**config.mk**
```make
export PLATFORM = sky130hd
export DESIGN_NAME = activity_monitor
export DESIGN_NICKNAME = d
export VERILOG_FILES = /design/src/rtl/activity_pkg.sv /design/src/rtl/step_sync_edge.sv /design/src/rtl/activity_monitor.sv
export SDC_FILE = /design/constraint.sdc
export NUM_CORES = 1
export LEC_CHECK = 0
export ABC_AREA = 1
export BUFFER_PORTS_ARGS = -buffer_cell sky130_fd_sc_hd__buf_2
export CORE_ASPECT_RATIO = 1.2
export CORE_MARGIN = 3
export CORE_UTILIZATION = 40
export DETAILED_ROUTE_END_ITERATION = 7
export GPL_ROUTABILITY_DRIVEN = 0
export PLACE_DENSITY = 0.68
export SYNTH_ARGS = -nofsm -noshare
export SYNTH_HDL_FRONTEND = slang
export SYNTH_SLANG_ARGS = --single-unit
```
**constraint.sdc**
```tcl
create_clock -name CLK -period 4.6 [get_ports CLK]
set_input_delay 0.92 -clock CLK [delete_from_list [all_inputs] [get_ports CLK]]
set_output_delay 0.92 -clock CLK [all_outputs]
set_load 0.05 [all_outputs]
```
**src/rtl/activity_pkg.sv**
```systemverilog
// Shared state encoding and default constants for the activity statistics path.
package activity_pkg;

    typedef enum logic [1:0] {StIdle, StWindow, StRun} act_state_e;

    localparam int unsigned TICK_DIV_DEF = 100000000;
    localparam int unsigned THR_LO_DEF   = 32;
    localparam int unsigned THR_HI_DEF   = 64;
    localparam int unsigned DISP_MAX_DEF = 9999;

endpackage

```
**src/rtl/step_sync_edge.sv**
```systemverilog
// Two-flop synchroniser for an asynchronous pulse input, followed by a
// single-cycle rising-edge detector.
module step_sync_edge (
    input  logic clk_i,
    input  logic rst_ni,
    input  logic async_i,
    output logic rise_o
);

    logic meta_q, sync_q, prev_q;

    always_ff @(posedge clk_i or negedge rst_ni) begin
        if (!rst_ni) begin
            meta_q <= 1'b0;
            sync_q <= 1'b0;
            prev_q <= 1'b0;
        end else begin
            meta_q <= async_i;
            sync_q <= meta_q;
            prev_q <= sync_q;
        end
    end

    assign rise_o = sync_q & ~prev_q;

endmodule

```
**src/rtl/activity_monitor.sv**
```systemverilog
// Step statistics: total steps, per-second rate, low-threshold seconds within
// the start window and longest run of high-threshold seconds.
module activity_monitor
    import activity_pkg::*;
#(
    parameter int unsigned TICK_DIV = TICK_DIV_DEF,
    parameter int unsigned CNT_W    = 14,
    parameter int unsigned RATE_W   = 8,
    parameter int unsigned THR_LO   = THR_LO_DEF,
    parameter int unsigned THR_HI   = THR_HI_DEF,
    parameter int unsigned WINDOW_S = 9,
    parameter int unsigned DISP_MAX = DISP_MAX_DEF
) (
    input  logic              CLK,
    input  logic              RESET,
    input  logic              START,
    input  logic              STEP,
    output logic [CNT_W-1:0]  STEP_TOTAL,
    output logic              SI,
    output logic [RATE_W-1:0] RATE_LAST,
    output logic [CNT_W-1:0]  SEC_OVER_LO,
    output logic [CNT_W-1:0]  HI_RUN_MAX,
    output logic              SEC_TICK,
    output logic              BUSY
);

    localparam int unsigned PRE_W = (TICK_DIV > 1) ? $clog2(TICK_DIV) : 1;
    localparam int unsigned SEC_W = $clog2(WINDOW_S + 1);

    localparam logic [PRE_W-1:0]  PRE_LAST = PRE_W'(TICK_DIV - 1);
    localparam logic [SEC_W-1:0]  SEC_LAST = SEC_W'(WINDOW_S - 1);
    localparam logic [RATE_W-1:0] RATE_MAX = '1;
    localparam logic [RATE_W-1:0] THR_LO_R = RATE_W'(THR_LO);
    localparam logic [RATE_W-1:0] THR_HI_R = RATE_W'(THR_HI);
    localparam logic [CNT_W-1:0]  CNT_MAX  = CNT_W'(DISP_MAX);

    act_state_e        state_q, state_d;
    logic [PRE_W-1:0]  presc_q, presc_d;
    logic [RATE_W-1:0] rate_q, rate_d;
    logic [RATE_W-1:0] rate_last_q, rate_last_d;
    logic [CNT_W-1:0]  total_q, total_d;
    logic              si_q, si_d;
    logic [SEC_W-1:0]  sec_q, sec_d;
    logic [CNT_W-1:0]  over_lo_q, over_lo_d;
    logic [CNT_W-1:0]  run_q, run_d;
    logic [CNT_W-1:0]  run_max_q, run_max_d;

    logic step_rise, busy, step_ev, tick;
    logic [CNT_W-1:0] run_next;

    step_sync_edge u_step_sync (
        .clk_i  (CLK),
        .rst_ni (RESET),
        .async_i(STEP),
        .rise_o (step_rise)
    );

    always_comb begin
        busy        = (state_q != StIdle);
        step_ev     = step_rise & busy;
        tick        = busy && (presc_q == PRE_LAST);
        state_d     = state_q;
        presc_d     = presc_q;
        rate_d      = rate_q;
        rate_last_d = rate_last_q;
        total_d     = total_q;
        si_d        = si_q;
        sec_d       = sec_q;
        over_lo_d   = over_lo_q;
        run_d       = run_q;
        run_max_d   = run_max_q;
        run_next    = '0;

        if (step_ev) begin
            if (total_q < CNT_MAX) total_d = total_q + 1'b1;
            else                   si_d    = 1'b1;
        end

        unique case (state_q)
            StIdle: begin
                if (START) begin
                    state_d   = StWindow;
                    sec_d     = '0;
                    over_lo_d = '0;
                    run_d     = '0;
                    run_max_d = '0;
                end
            end
            StWindow, StRun: begin
                if (!START) begin
                    // Leaving wins over a coincident tick; the partial second is dropped.
                    state_d = StIdle;
                    presc_d = '0;
                    rate_d  = '0;
                end else begin
                    presc_d = tick ? '0 : presc_q + 1'b1;
                    if (tick) begin
                        rate_last_d = rate_q;
                        // A step landing on the tick belongs to the new second.
                        rate_d = RATE_W'(step_ev);
                        if (rate_q >= THR_HI_R) begin
                            run_next = (run_q < CNT_MAX) ? run_q + 1'b1 : run_q;
                        end
                        run_d = run_next;
                        if (run_next > run_max_q) run_max_d = run_next;
                        if (state_q == StWindow) begin
                            if (rate_q > THR_LO_R) over_lo_d = over_lo_q + 1'b1;
                            sec_d = sec_q + 1'b1;
                            if (sec_q == SEC_LAST) state_d = StRun;
                        end
                    end else if (step_ev && rate_q != RATE_MAX) begin
                        rate_d = rate_q + 1'b1;
                    end
                end
            end
            default: state_d = StIdle;
        endcase
    end

    always_ff @(posedge CLK or negedge RESET) begin
        if (!RESET) begin
            state_q     <= StIdle;
            presc_q     <= '0;
            rate_q      <= '0;
            rate_last_q <= '0;
            total_q     <= '0;
            si_q        <= 1'b0;
            sec_q       <= '0;
            over_lo_q   <= '0;
            run_q       <= '0;
            run_max_q   <= '0;
        end else begin
            state_q     <= state_d;
            presc_q     <= presc_d;
            rate_q      <= rate_d;
            rate_last_q <= rate_last_d;
            total_q     <= total_d;
            si_q        <= si_d;
            sec_q       <= sec_d;
            over_lo_q   <= over_lo_d;
            run_q       <= run_d;
            run_max_q   <= run_max_d;
        end
    end

    assign STEP_TOTAL  = total_q;
    assign SI          = si_q;
    assign RATE_LAST   = rate_last_q;
    assign SEC_OVER_LO = over_lo_q;
    assign HI_RUN_MAX  = run_max_q;
    assign SEC_TICK    = tick;
    assign BUSY        = busy;

endmodule
```
==> run summary, run 1 <==
==================================================================================
Postcts setup bufs                                                               0
Overall via count from detail_route                                           6386
Net switching power of the design                                       0.001217 W
Quantity of gates resized following cts                                          0
Cell type with the highest aggregate area in the netlist              sky130_fd_sc_hd__dfrtp_1
IO buf count                                                                    56
Logic pwr share                                                              32.8%
Period minus WS final                                                     3.198 ns
Fraction of registers with async set or reset after synthesis               100.0%
Number of placed I/O pins                                                       57
Count of unique library cells instantiated by Yosys                             38
Final setup slack of the worst path                                       1.402 ns
Peak supply drop                                                         0.4926 mV
Total internal power                                                    0.001695 W
Arrival time reported for the critical path endpoint                       3.49 ns
Avg Vias per Cell                                                            5.028
Nature of the critical path startpoint                                    register
Overflow after GRT                                                               0
Total nets after synthesis                                                    1034
Detailed Route Iter0 Violations                                                434
Remaining number of nets flagged by the antenna check after routing              0
Required time at the endpoint of the critical path                         4.90 ns
Max Cap Violations                                                               0
Leakage power figure                                                      3.870 nW
Leading cell types by total area after synthesis                      sky130_fd_sc_hd__dfrtp_1, sky130_fd_sc_hd__nand2_1, sky130_fd_sc_hd__inv_1
First-pass GRT wire length                                            29640 microns
Synthesis warning total                                                          0
Critical path start-end classification                                     reg2reg
Final-layout fill cell count                                                  1733
Post-synthesis cell area                                              0.007061 sq mm
Unrepaired setup endpoints after global routing                              false
Top flip-flop cell by instance count after synthesis                  sky130_fd_sc_hd__dfrtp_1
Number of antenna violations at the first check in global routing                0
Outcome                                                               finished clean
Crit path from                                                            run_q[0]
Net switching share of the total power                                      41.80%
Overall die area                                                      0.01929 sq mm
Reg-to-Reg Start                                                          run_q[0]
Floorplan core area                                                   0.01711 sq mm
Slew @ Worst Pin                                                         0.9842 ns
Endpoint type of the worst setup path                                     register
Max-Slew Margin vs Limit                                                    34.39%
Die boundary width                                                    127.3 microns
Total power density per cell area                                     372.9 mW/mm^2
Clock transition at the registers of the reported paths                    0.08 ns
Register area share after synthesis                                         38.63%
Count of hold buffers inserted by post-cts repair                                0
Crit path to                                                          HI_RUN_MAX[11]
Leading post-synthesis cells by instance count                        sky130_fd_sc_hd__nand2_1, sky130_fd_sc_hd__inv_1, sky130_fd_sc_hd__nor2_1, sky130_fd_sc_hd__dfrtp_1, sky130_fd_sc_hd__nand3_1
Clock latency reported for the late side of the worst-skew pair            0.36 ns
Critical-path maximum fanout                                                    14
Final hold violation count                                                       0
Most instantiated library cell after synthesis                        sky130_fd_sc_hd__nand2_1
Number of antenna diodes                                                         0
Overall track demand over capacity in global routing                        18.51%
Number of cell rows                                                             52
Initial cell density of the core                                            41.26%
Period utilisation layout                                                   69.53%
Sum Neg Setup Slack                                                           0 ns
Buffers from clock root to sink, at most                                         2
Die extent in y                                                       151.5 microns
Worst Setup Slack post-DPL                                                1.439 ns
Register-to-register setup slack                                           1.40 ns
Register bit total from synthesis                                              109
Routed wire per std cell                                              13.44 microns
Peak clock frequency supported by timing                                0.3127 GHz
Total clock buffers created by CTS                                               9
Hold depth                                                                       0
Reg-to-Reg End                                                        HI_RUN_MAX[11]
Cell count after synthesis                                                    1005
Vias in the first global route                                                6210
Number of flops mapped to enable cells by yosys                                  0
Total DRC errors in the routed layout                                            0
Final number of setup-violating endpoints                                        0
Mean instance size in the synthesized netlist                          7.025 sq um
Part of the total power dissipated in sequential elements                    38.4%
Pins over their slew limit                                                       0
Synth-to-layout area growth                                                 10.61%
Max H-tree Level                                                                 3
Class of the tightest hold or removal check                                reg2reg
TritonCTS clock tree                                                          done
Clock power share                                                            28.8%
Final wirelength                                                      17070 microns
Detailed-router iteration count before antenna repair                            5
Buffer type at the clock tree root                                    sky130_fd_sc_hd__clkbuf_16
Depth of the most critical reg-to-reg path                                      21
Num Clock Sinks                                                                109
Post-synth top area share                                                   38.63%
Pin count of the biggest net entering global routing                            60
Share of layout cells above drive strength 1                                11.39%
Sum of net half-perimeters after detailed placement                   12620 microns
Nets@finish                                                                   1078
Worst clock skew                                                       0.009641 ns
==================================================================================
## power by group through the flow
stage,registers [W],logic [W],clock network [W]
after floorplan,0.00123,0.000646,0
after global placement,0.00113,0.000954,0
after detailed placement,0.00114,0.000968,0
after CTS,0.00112,0.000967,0.000860
after global routing,0.00114,0.00107,0.000894
final,0.00112,0.000955,0.000838
## per-stage QoR
stage	area [sq um]	std cells	power, W	hold slack (ns)	util [%]
4_1_cts	7810	1270	0.002945	0.3602	45.64
5_1_grt	7810	1270	0.003105	0.3827	45.64
6_report	7810	1270	0.002912	0.3595	45.64
3_3_place_gp	7493	1254	0.002087	0.3356	43.79
3_5_place_dp	7493	1254	0.002104	0.3426	43.79
2_1_floorplan	7061	1005	0.001871	0.3312	-
## cells in the final DEF (no fill, tap or decap), types with 3 or more instances in the layout
cell / synthesis / layout
sky130_fd_sc_hd__o21bai_1: 4 / 4
sky130_fd_sc_hd__o21ai_0: 37 / 37
sky130_fd_sc_hd__nor2_1: 119 / 119
sky130_fd_sc_hd__nand4_1: 19 / 19
sky130_fd_sc_hd__xor2_1: 27 / 27
sky130_fd_sc_hd__or2_2: 9 / 9
sky130_fd_sc_hd__a21oi_1: 17 / 17
sky130_fd_sc_hd__nor2_2: 3 / 3
sky130_fd_sc_hd__buf_2: 9 / 55
sky130_fd_sc_hd__dfrtp_1: 109 / 109
sky130_fd_sc_hd__nand2_1: 323 / 323
sky130_fd_sc_hd__nand3b_1: 7 / 7
sky130_fd_sc_hd__inv_2: 3 / 3
sky130_fd_sc_hd__nor3_1: 28 / 28
sky130_fd_sc_hd__nand3_1: 76 / 76
sky130_fd_sc_hd__xnor2_1: 10 / 10
sky130_fd_sc_hd__o22ai_1: 5 / 5
sky130_fd_sc_hd__clkbuf_16: 0 / 9
sky130_fd_sc_hd__nand2_2: 8 / 8
sky130_fd_sc_hd__buf_4: 2 / 5
sky130_fd_sc_hd__inv_1: 119 / 119
sky130_fd_sc_hd__ha_1: 25 / 25
sky130_fd_sc_hd__o21ai_2: 13 / 13
## worst max-delay path, stage by stage (launching register included)
cell and delay [ns]:
sky130_fd_sc_hd__dfrtp_1 0.47, sky130_fd_sc_hd__ha_1 0.29, sky130_fd_sc_hd__nand3_1 0.16, sky130_fd_sc_hd__nand2_1 0.11, sky130_fd_sc_hd__nand3_2 0.12, sky130_fd_sc_hd__nand2_2 0.24, sky130_fd_sc_hd__inv_2 0.12, sky130_fd_sc_hd__nand2_1 0.07
sky130_fd_sc_hd__nand2_1 0.04, sky130_fd_sc_hd__nand2_1 0.07, sky130_fd_sc_hd__inv_1 0.05, sky130_fd_sc_hd__ha_1 0.27, sky130_fd_sc_hd__nand2_1 0.06, sky130_fd_sc_hd__nor2_1 0.14, sky130_fd_sc_hd__inv_1 0.05, sky130_fd_sc_hd__nor2_1 0.14
sky130_fd_sc_hd__nand2_1 0.08, sky130_fd_sc_hd__nand2_1 0.06, sky130_fd_sc_hd__nand2_1 0.09, sky130_fd_sc_hd__a21oi_4 0.33, sky130_fd_sc_hd__nand2_1 0.10, sky130_fd_sc_hd__nand2_1 0.07
## logic make-up (layout without fill, tap and decap cells)
group | count (synthesis) | after routing | share of synthesized area [%]
AOI/OAI and AO/OA | 86 | 86 | 7.531
xor gates and xnor gates | 37 | 37 | 4.590
adders and majority gates | 25 | 25 | 4.430
buffers and inverters | 149 | 198 | 8.612
DFF | 109 | 109 | 38.63
and+or+nand+nor | 599 | 599 | 36.20
## state kept, by name (all words and copies together) (netlist names), 2 cells and up
signal       count
rate_q           8
run_q           14
SEC_OVER_LO     14
RATE_LAST        8
state_q          2
HI_RUN_MAX      14
STEP_TOTAL      14
sec_q            4
presc_q         27
## worst min-delay path by stage
stage	start	endpoint	slack (ns)
floorplan	u_step_sync.meta_q	u_step_sync.sync_q	0.33
global placement	u_step_sync.meta_q	u_step_sync.sync_q	0.34
detailed placement	u_step_sync.meta_q	u_step_sync.sync_q	0.34
CTS	u_step_sync.meta_q	u_step_sync.sync_q	0.36
global route	u_step_sync.meta_q	u_step_sync.sync_q	0.38
finish	u_step_sync.meta_q	u_step_sync.sync_q	0.36
## cell type report
type                       count  area (sq um)  area share (%)
multi-input combinational    747          3725           47.69
sequential                   109          2728           34.92
inverter                     122         457.9           5.864
timing repair buffer          60         312.8           4.005
tap                          216         270.3           3.460
clock buffer                  10         239.0           3.060
clock inverter                 6         77.57          0.9933
## metal layers
metal | routed length (microns) | up-vias | track usage (%) | part of all wire [%]
li1 | - | 3269 | - | -
met4 | 396 | 0 | 7.189 | 2.3
met5 | 0 | - | 0 | 0
met3 | 644 | 28 | 2.314 | 3.8
met2 | 8275 | 147 | 31.66 | 48
met1 | 7750 | 2942 | 23.90 | 45
Note: power is estimated with default switching activity, not from simulation.
==> run 2, diff against run 1 <==
==> constraint.sdc (replaced) <==
create_clock -name CLK -period 3.2 [get_ports CLK]
set_input_delay 0.64 -clock CLK [delete_from_list [all_inputs] [get_ports CLK]]
set_output_delay 0.64 -clock CLK [all_outputs]
set_load 0.05 [all_outputs]
==> run 2 against run 1 <==
Effect of this change:
- clock power rose by 50%
- cell area rose by 1.9%
- highest routed layer unchanged
- worst setup slack got worse by 1.1 ns
- critical path depth did not move
- via count fell by 0.49%
- non-clock buffer count rose by 13
- critical endpoint is now HI_RUN_MAX[6]
- largest cell class unchanged
- maximum frequency rose by 8.8%
- sequential power rose by 44%
- combinational power rose by 53%
- total power rose by 48%
==> run summary, run 2 (synthesis gave the netlist of run 1 again) <==
==================================================================================
Routed wire per std cell                                              13.34 microns   was 13.44 microns
Part of the total power dissipated in sequential elements                    37.2%   was 38.4%
Outcome                                                               finished clean   unchanged
Overflow after GRT                                                               0   unchanged
Number of flip-flops in the largest register                                    27   unchanged
Num Clock Sinks                                                                109   unchanged
Overall via count from detail_route                                           6355   was 6386
IO buf count                                                                    56   unchanged
Avg Vias per Cell                                                            4.953   was 5.028
Period minus WS final                                                     2.939 ns   was 3.198 ns
Detailed Route Iter0 Violations                                                383   was 434
Pins over their slew limit                                                       0   unchanged
Nature of the critical path startpoint                                    register   unchanged
Number of antenna violations at the first check in global routing                0   unchanged
Peak supply drop                                                         0.6362 mV   was 0.4926 mV
Slowest cell on crit path                                             sky130_fd_sc_hd__dfrtp_2   was sky130_fd_sc_hd__dfrtp_1
Final-layout fill cell count                                                  1701   was 1733
Die boundary width                                                    127.3 microns   unchanged
Final setup slack of the worst path                                      0.2607 ns   was 1.402 ns
Clock latency reported for the late side of the worst-skew pair            0.36 ns   about the same
Top register by number of flip-flops                                       presc_q   unchanged
Required time at the endpoint of the critical path                         3.44 ns   was 4.90 ns
Leakage power figure                                                      3.961 nW   was 3.870 nW
Most common cell after layout, fill and taps aside                    sky130_fd_sc_hd__nand2_1   unchanged
Total DRC errors in the routed layout                                            0   unchanged
Slowest Stage Delay on Critical Path                                       0.45 ns   was 0.47 ns
Clock power share                                                            29.1%   was 28.8%
Cell-by-cell trace of the critical path                               ha_1 > nand3_1 > nand2_1 > nand3_2 > nand2_4 > inv_2 > nand3_1 > nand2_1 > inv_1 > ha_1 > nand2_1 > nor2_1 > inv_1 > nor2_1 > nand2_1 > nand2_1 > nand2_1 > nand2_1 > nand2_4 > nand2_1 > nand2_1   was ha_1 > nand3_1 > nand2_1 > nand3_2 > nand2_2 > inv_2 > nand2_1 > nand2_1 > nand2_1 > inv_1 > ha_1 > nand2_1 > nor2_1 > inv_1 > nor2_1 > nand2_1 > nand2_1 > nand2_1 > a21oi_4 > nand2_1 > nand2_1
Pin count of the biggest net entering global routing                            45   was 60
Total clock buffers created by CTS                                               9   unchanged
Vias in the first global route                                                6174   was 6210
Logic pwr share                                                              33.7%   was 32.8%
Final standard cell utilization of the core                                 46.51%   was 45.64%
Synth-to-layout area growth                                                 12.72%   was 10.61%
Post-layout instance count excluding filler cells                             1283   was 1270
Nets@finish                                                                   1091   was 1078
Area occupied by multi-input gates                                    0.003735 sq mm   was 0.003725 sq mm
TritonCTS clock tree                                                          done   unchanged
Most prevalent standard cell on the critical path                     sky130_fd_sc_hd__nand2_1   unchanged
Peak clock frequency supported by timing                                0.3402 GHz   was 0.3127 GHz
Clock transition at the registers of the reported paths                    0.07 ns   was 0.08 ns
Detailed-router iteration count before antenna repair                            5   unchanged
First-pass GRT wire length                                            29730 microns   was 29640 microns
Initial cell density of the core                                            41.26%   unchanged
Buffering stage count on the worst path with inverters included                  3   unchanged
Period utilisation layout                                                   91.85%   was 69.53%
Class of the tightest hold or removal check                               in2async   was reg2reg
Cell family contributing the most delay on the critical path          simple AND/OR/NAND/NOR gates   unchanged
Remaining number of nets flagged by the antenna check after routing              0   unchanged
Total power density per cell area                                     542.9 mW/mm^2   was 372.9 mW/mm^2
Final wirelength                                                      17110 microns   was 17070 microns
Dpl cells                                                                     1261   was 1254
Max-Slew Margin vs Limit                                                    54.80%   was 34.39%
Critical path start-end classification                                     reg2reg   unchanged
Slew @ Worst Pin                                                         0.6755 ns   was 0.9842 ns
Overall track demand over capacity in global routing                        18.58%   was 18.51%
Worst clock skew                                                        0.01012 ns   was 0.009641 ns
Total internal power                                                    0.002560 W   was 0.001695 W
Overall die area                                                      0.01929 sq mm   unchanged
Endpoint type of the worst setup path                                     register   unchanged
Max H-tree Level                                                                 3   unchanged
Buffer type at the clock tree root                                    sky130_fd_sc_hd__clkbuf_16   unchanged
Final number of setup-violating endpoints                                        0   unchanged
Floorplan core area                                                   0.01711 sq mm   unchanged
Number of cell rows                                                             52   unchanged
Sum Neg Setup Slack                                                           0 ns   unchanged
Worst Setup Slack post-DPL                                              0.09580 ns   was 1.439 ns
Sum of net half-perimeters after detailed placement                   12790 microns   was 12620 microns
Net switching power of the design                                       0.001761 W   was 0.001217 W
Number of antenna diodes                                                         0   unchanged
Arrival time reported for the critical path endpoint                       3.18 ns   was 3.49 ns
Share of layout cells above drive strength 1                                12.46%   was 11.39%
Net switching share of the total power                                      40.75%   was 41.80%
Critical-path maximum fanout                                                    14   unchanged
Final total power                                                       0.004321 W   was 0.002912 W
Number of placed I/O pins                                                       57   unchanged
Buffers from clock root to sink, at most                                         2   unchanged
Die extent in y                                                       151.5 microns   unchanged
Final hold violation count                                                       0   unchanged
Seq. cell area                                                        0.002729 sq mm   was 0.002728 sq mm
Leading cell types in the layout, fill and taps excluded              sky130_fd_sc_hd__nand2_1, sky130_fd_sc_hd__inv_1, sky130_fd_sc_hd__nor2_1   unchanged
Max Cap Violations                                                               0   unchanged
==================================================================================
==> run 2: cell types whose count changed in the layout (fill, tap and decap cells not counted), sizes merged <==
| cell | change |
|---|---|
| clkbuf | +1 |
| bufinv | +1 |
| clkinv | -1 |
| buf | +13 |
| clkinvlp | -1 |
==> run 2: path summary, 6_finish.rpt <==
check / slack (ns) / startpoint / cells past startpoint / end
setup / recovery: 0.26 / run_q[0] / 21 / HI_RUN_MAX[6]
setup reg to reg: 0.26 / run_q[0] / 21 / HI_RUN_MAX[6]
hold reg to reg: 0.35 / u_step_sync.meta_q / 0 / u_step_sync.sync_q
min in group CLK: 0.35 / u_step_sync.meta_q / 0 / u_step_sync.sync_q
hold / removal: 0.27 / RESET / 1 / presc_q[12]
max in group asynchronous: 2.18 / RESET / 2 / STEP_TOTAL[4]
==> run 2: through the flow <==
step	instance area [sq um]	hold WS [ns]
global route	7959	0.3148
global placement	7559	0.3349
CTS	7890	0.2952
finish	7959	0.2729
detailed placement	7559	0.3389
floorplan	7061	0.3312
==> run 2: area by class of cell <==
| type | count | share of cell area [%] |
|---|---|---|
| repair buffers | 73 | 5.471 |
| well taps | 216 | 3.396 |
| flip-flops and latches | 109 | 34.29 |
| multi-input cells | 747 | 46.93 |
| clock inverters | 5 | 1.116 |
| inverters | 122 | 5.754 |
| clock buffers | 11 | 3.050 |
==> run 2: per-layer routing <==
metal,up-vias,routed length [microns],global-route usage [%]
met5,-,0,0
met4,0,285,5.365
met3,21,485,2.945
met2,88,8564,32.03
met1,2964,7775,24.12
li1,3282,-,-
==> run 2: worst reg2reg max path: cells and delay by family, from the launching register on <==
family	cells	cell delay, ns
adders and majority gates	2	0.50
buffers and inverters	3	0.25
DFF	1	0.45
and+or+nand+nor	16	1.63
==> run 2: repair_timing <==
action / in CTS / in global routing
endpoints found under the setup margin: 0 / 14
hold buffers: 0 / 0
setup buffers: 0 / 6
resized for setup: 0 / 3
==> run 2: power by group through the flow <==
stage               Combinational, W  Sequential [W]  Clock (W)
floorplan                   0.000928         0.00176          0
global placement             0.00141         0.00163          0
detailed placement           0.00142         0.00163          0
CTS                          0.00143         0.00160    0.00130
global route                 0.00161         0.00163    0.00136
finish                       0.00146         0.00161    0.00126
==> run 3, diff against run 2 <==
--- a/config.mk
+++ b/config.mk
@@ -12,7 +12,6 @@
 export CORE_UTILIZATION = 40
 export DETAILED_ROUTE_END_ITERATION = 7
 export GPL_ROUTABILITY_DRIVEN = 0
-export PLACE_DENSITY = 0.68
 export SYNTH_ARGS = -nofsm -noshare
 export SYNTH_HDL_FRONTEND = slang
 export SYNTH_SLANG_ARGS = --single-unit
==> run 3 against run 2 <==
Effect of this change:
- cell area is 0.82% lower
- critical path depth unchanged
- register-to-register slack better by 0.05 ns
- hold slack worse by 0.020 ns
- non-clock buffer count down 4
- cell count fell by 0.31%
==> run summary, run 3 (synthesis gave the netlist of run 1 again) <==
==================================================================================
Pin count of the biggest net entering global routing                            64   was 45
First-pass GRT wire length                                            29700 microns   was 29730 microns
Max Cap Violations                                                               0   unchanged
Max-Slew Margin vs Limit                                                    52.73%   was 54.80%
Slew @ Worst Pin                                                         0.7064 ns   was 0.6755 ns
Total internal power                                                    0.002426 W   was 0.002560 W
Critical path start-end classification                                     reg2reg   unchanged
Clock transition at the registers of the reported paths                    0.08 ns   was 0.07 ns
Remaining number of nets flagged by the antenna check after routing              0   unchanged
Worst Setup Slack post-DPL                                               0.1431 ns   was 0.09580 ns
Num Clock Sinks                                                                109   unchanged
Number of placed I/O pins                                                       57   unchanged
Final number of setup-violating endpoints                                        0   unchanged
Routed wire per std cell                                              13.42 microns   was 13.34 microns
Reg-to-Reg Start                                                         run_q[10]   was run_q[0]
Avg Vias per Cell                                                            4.961   was 4.953
Final-layout fill cell count                                                  1780   was 1701
Class of the tightest hold or removal check                               in2async   unchanged
Die extent in y                                                       151.5 microns   unchanged
Final wirelength                                                      17160 microns   was 17110 microns
Period minus WS final                                                     2.894 ns   was 2.939 ns
Peak supply drop                                                         0.4427 mV   was 0.6362 mV
Pins over their slew limit                                                       0   unchanged
Share of layout cells above drive strength 1                                12.14%   was 12.46%
Peak clock frequency supported by timing                                0.3456 GHz   was 0.3402 GHz
Crit path to                                                          HI_RUN_MAX[1]   was HI_RUN_MAX[6]
Endpoint type of the worst setup path                                     register   unchanged
Most common cell after layout, fill and taps aside                    sky130_fd_sc_hd__nand2_1   unchanged
Period utilisation layout                                                   90.43%   was 91.85%
Total power density per cell area                                     529.9 mW/mm^2   was 542.9 mW/mm^2
Part of the total power dissipated in sequential elements                    38.4%   was 37.2%
Sum of net half-perimeters after detailed placement                   12770 microns   was 12790 microns
Floorplan core area                                                   0.01711 sq mm   unchanged
Clock latency reported for the late side of the worst-skew pair            0.36 ns   about the same
Clock power share                                                            26.7%   was 29.1%
Total clock buffers created by CTS                                               9   unchanged
Number of antenna violations at the first check in global routing                0   unchanged
Die boundary width                                                    127.3 microns   unchanged
Number of flip-flops in the largest register                                    27   unchanged
Overall via count from detail_route                                           6345   was 6355
Logic pwr share                                                              34.9%   was 33.7%
Net switching share of the total power                                      42.00%   was 40.75%
Leading cell types in the layout, fill and taps excluded              sky130_fd_sc_hd__nand2_1, sky130_fd_sc_hd__inv_1, sky130_fd_sc_hd__nor2_1   unchanged
Final total power                                                       0.004183 W   was 0.004321 W
Synth-to-layout area growth                                                 11.80%   was 12.72%
Crit path from                                                           run_q[10]   was run_q[0]
Required time at the endpoint of the critical path                         3.45 ns   was 3.44 ns
Overall track demand over capacity in global routing                        18.69%   was 18.58%
Final setup slack of the worst path                                      0.3062 ns   was 0.2607 ns
IO buf count                                                                    56   unchanged
Detailed Route Iter0 Violations                                                374   was 383
Final-layout worst hold slack                                            0.2529 ns   was 0.2729 ns
Total DRC errors in the routed layout                                            0   unchanged
Vias in the first global route                                                6168   was 6174
Depth of the most critical reg-to-reg path                                      21   unchanged
Initial cell density of the core                                            41.26%   unchanged
Register-to-register setup slack                                           0.31 ns   was 0.26 ns
Top register by number of flip-flops                                       presc_q   unchanged
Max H-tree Level                                                                 3   unchanged
Nets@finish                                                                   1087   was 1091
Overflow after GRT                                                               0   unchanged
Overall die area                                                      0.01929 sq mm   unchanged
Count of hold buffers inserted by post-cts repair                                0   unchanged
Net switching power of the design                                       0.001757 W   was 0.001761 W
TritonCTS clock tree                                                          done   unchanged
Buffer type at the clock tree root                                    sky130_fd_sc_hd__clkbuf_16   unchanged
Number of antenna diodes                                                         0   unchanged
Leakage power figure                                                      3.918 nW   was 3.961 nW
Detailed-router iteration count before antenna repair                            5   unchanged
Buffers from clock root to sink, at most                                         2   unchanged
Reg-to-Reg End                                                        HI_RUN_MAX[1]   was HI_RUN_MAX[6]
Worst clock skew                                                       0.009429 ns   was 0.01012 ns
Arrival time reported for the critical path endpoint                       3.15 ns   was 3.18 ns
Nature of the critical path startpoint                                    register   unchanged
Final hold violation count                                                       0   unchanged
Outcome                                                               finished clean   unchanged
Critical-path maximum fanout                                                    14   unchanged
Number of cell rows                                                             52   unchanged
==================================================================================
run 3: cell types whose count changed in the layout (fill, tap and decap cells not counted), sizes merged:
cell      previous run  this run
buf                 73        69
bufinv               2         0
clkbuf              11        12
clkinv               0         2
clkinvlp             0         1
inv                125       123
run 3: final cells by class:
cell class / count / area, sq um / area share (%)
Multi-Input combinational cell: 747 / 3742 / 47.41
Sequential cell: 109 / 2729 / 34.57
Inverter: 122 / 460.4 / 5.833
Timing Repair Buffer: 69 / 405.4 / 5.136
Tap cell: 216 / 270.3 / 3.424
Clock buffer: 12 / 256.5 / 3.249
Clock inverter: 4 / 30.03 / 0.3804
run 3: how the worst min path moves through the flow:
stage	endpoint	slack (ns)	cells after the start
finish	presc_q[12]	0.25	1
global route	presc_q[12]	0.28	1
CTS	presc_q[12]	0.27	1
detailed placement	u_step_sync.sync_q	0.34	0
global placement	u_step_sync.sync_q	0.33	0
floorplan	u_step_sync.sync_q	0.33	0
run 3: metal layers:
layer  global-route usage (%)  share of wire (%)
met5                        0                  0
met4                    6.491                2.1
met3                    2.735                3.2
met2                    32.35                 50
met1                    23.87                 45
run 3: power groups by stage:
stage / Sequential (W) / Clock (W) / Combinational (W)
CTS: 0.00161 / 0.00114 / 0.00144
floorplan: 0.00176 / 0 / 0.000928
global route: 0.00163 / 0.00120 / 0.00163
global placement: 0.00163 / 0 / 0.00144
finish: 0.00161 / 0.00112 / 0.00146
detailed placement: 0.00163 / 0 / 0.00144
run 3: repair_timing:
action | CTS | global route
gates resized for setup | 0 | 5
setup endpoints to repair | 0 | 14
buffers inserted | 0 | 3
run 3: worst max-delay path, cell delays in order (launching register included):
cell                      delay, ns
sky130_fd_sc_hd__dfrtp_1       0.51
sky130_fd_sc_hd__nand2_1       0.11
sky130_fd_sc_hd__nor2_2        0.18
sky130_fd_sc_hd__nand3_2       0.17
sky130_fd_sc_hd__nand2_4       0.16
sky130_fd_sc_hd__inv_4         0.07
sky130_fd_sc_hd__nand2_1       0.06
sky130_fd_sc_hd__nand2_1       0.05
sky130_fd_sc_hd__nand2_1       0.08
sky130_fd_sc_hd__inv_1         0.05
sky130_fd_sc_hd__ha_1          0.26
sky130_fd_sc_hd__nand2_1       0.06
sky130_fd_sc_hd__nor2_1        0.14
sky130_fd_sc_hd__inv_1         0.05
sky130_fd_sc_hd__nor2_1        0.14
sky130_fd_sc_hd__nand2_1       0.07
sky130_fd_sc_hd__nand2_1       0.06
sky130_fd_sc_hd__nand2_1       0.11
sky130_fd_sc_hd__nand2_1       0.15
sky130_fd_sc_hd__nand2_4       0.14
sky130_fd_sc_hd__nand2_1       0.11
sky130_fd_sc_hd__nand2_1       0.05
run 3: stage by stage:
stage                     std cells  area [sq um]  setup TNS (ns)  utilization, %
final                          1279          7894               0           46.13
after global placement         1260          7551               0           44.13
after detailed placement       1260          7551               0           44.13
after floorplan                1005          7061               0               -
after CTS                      1276          7838               0           45.80
after global routing           1279          7894         -0.1941           46.13
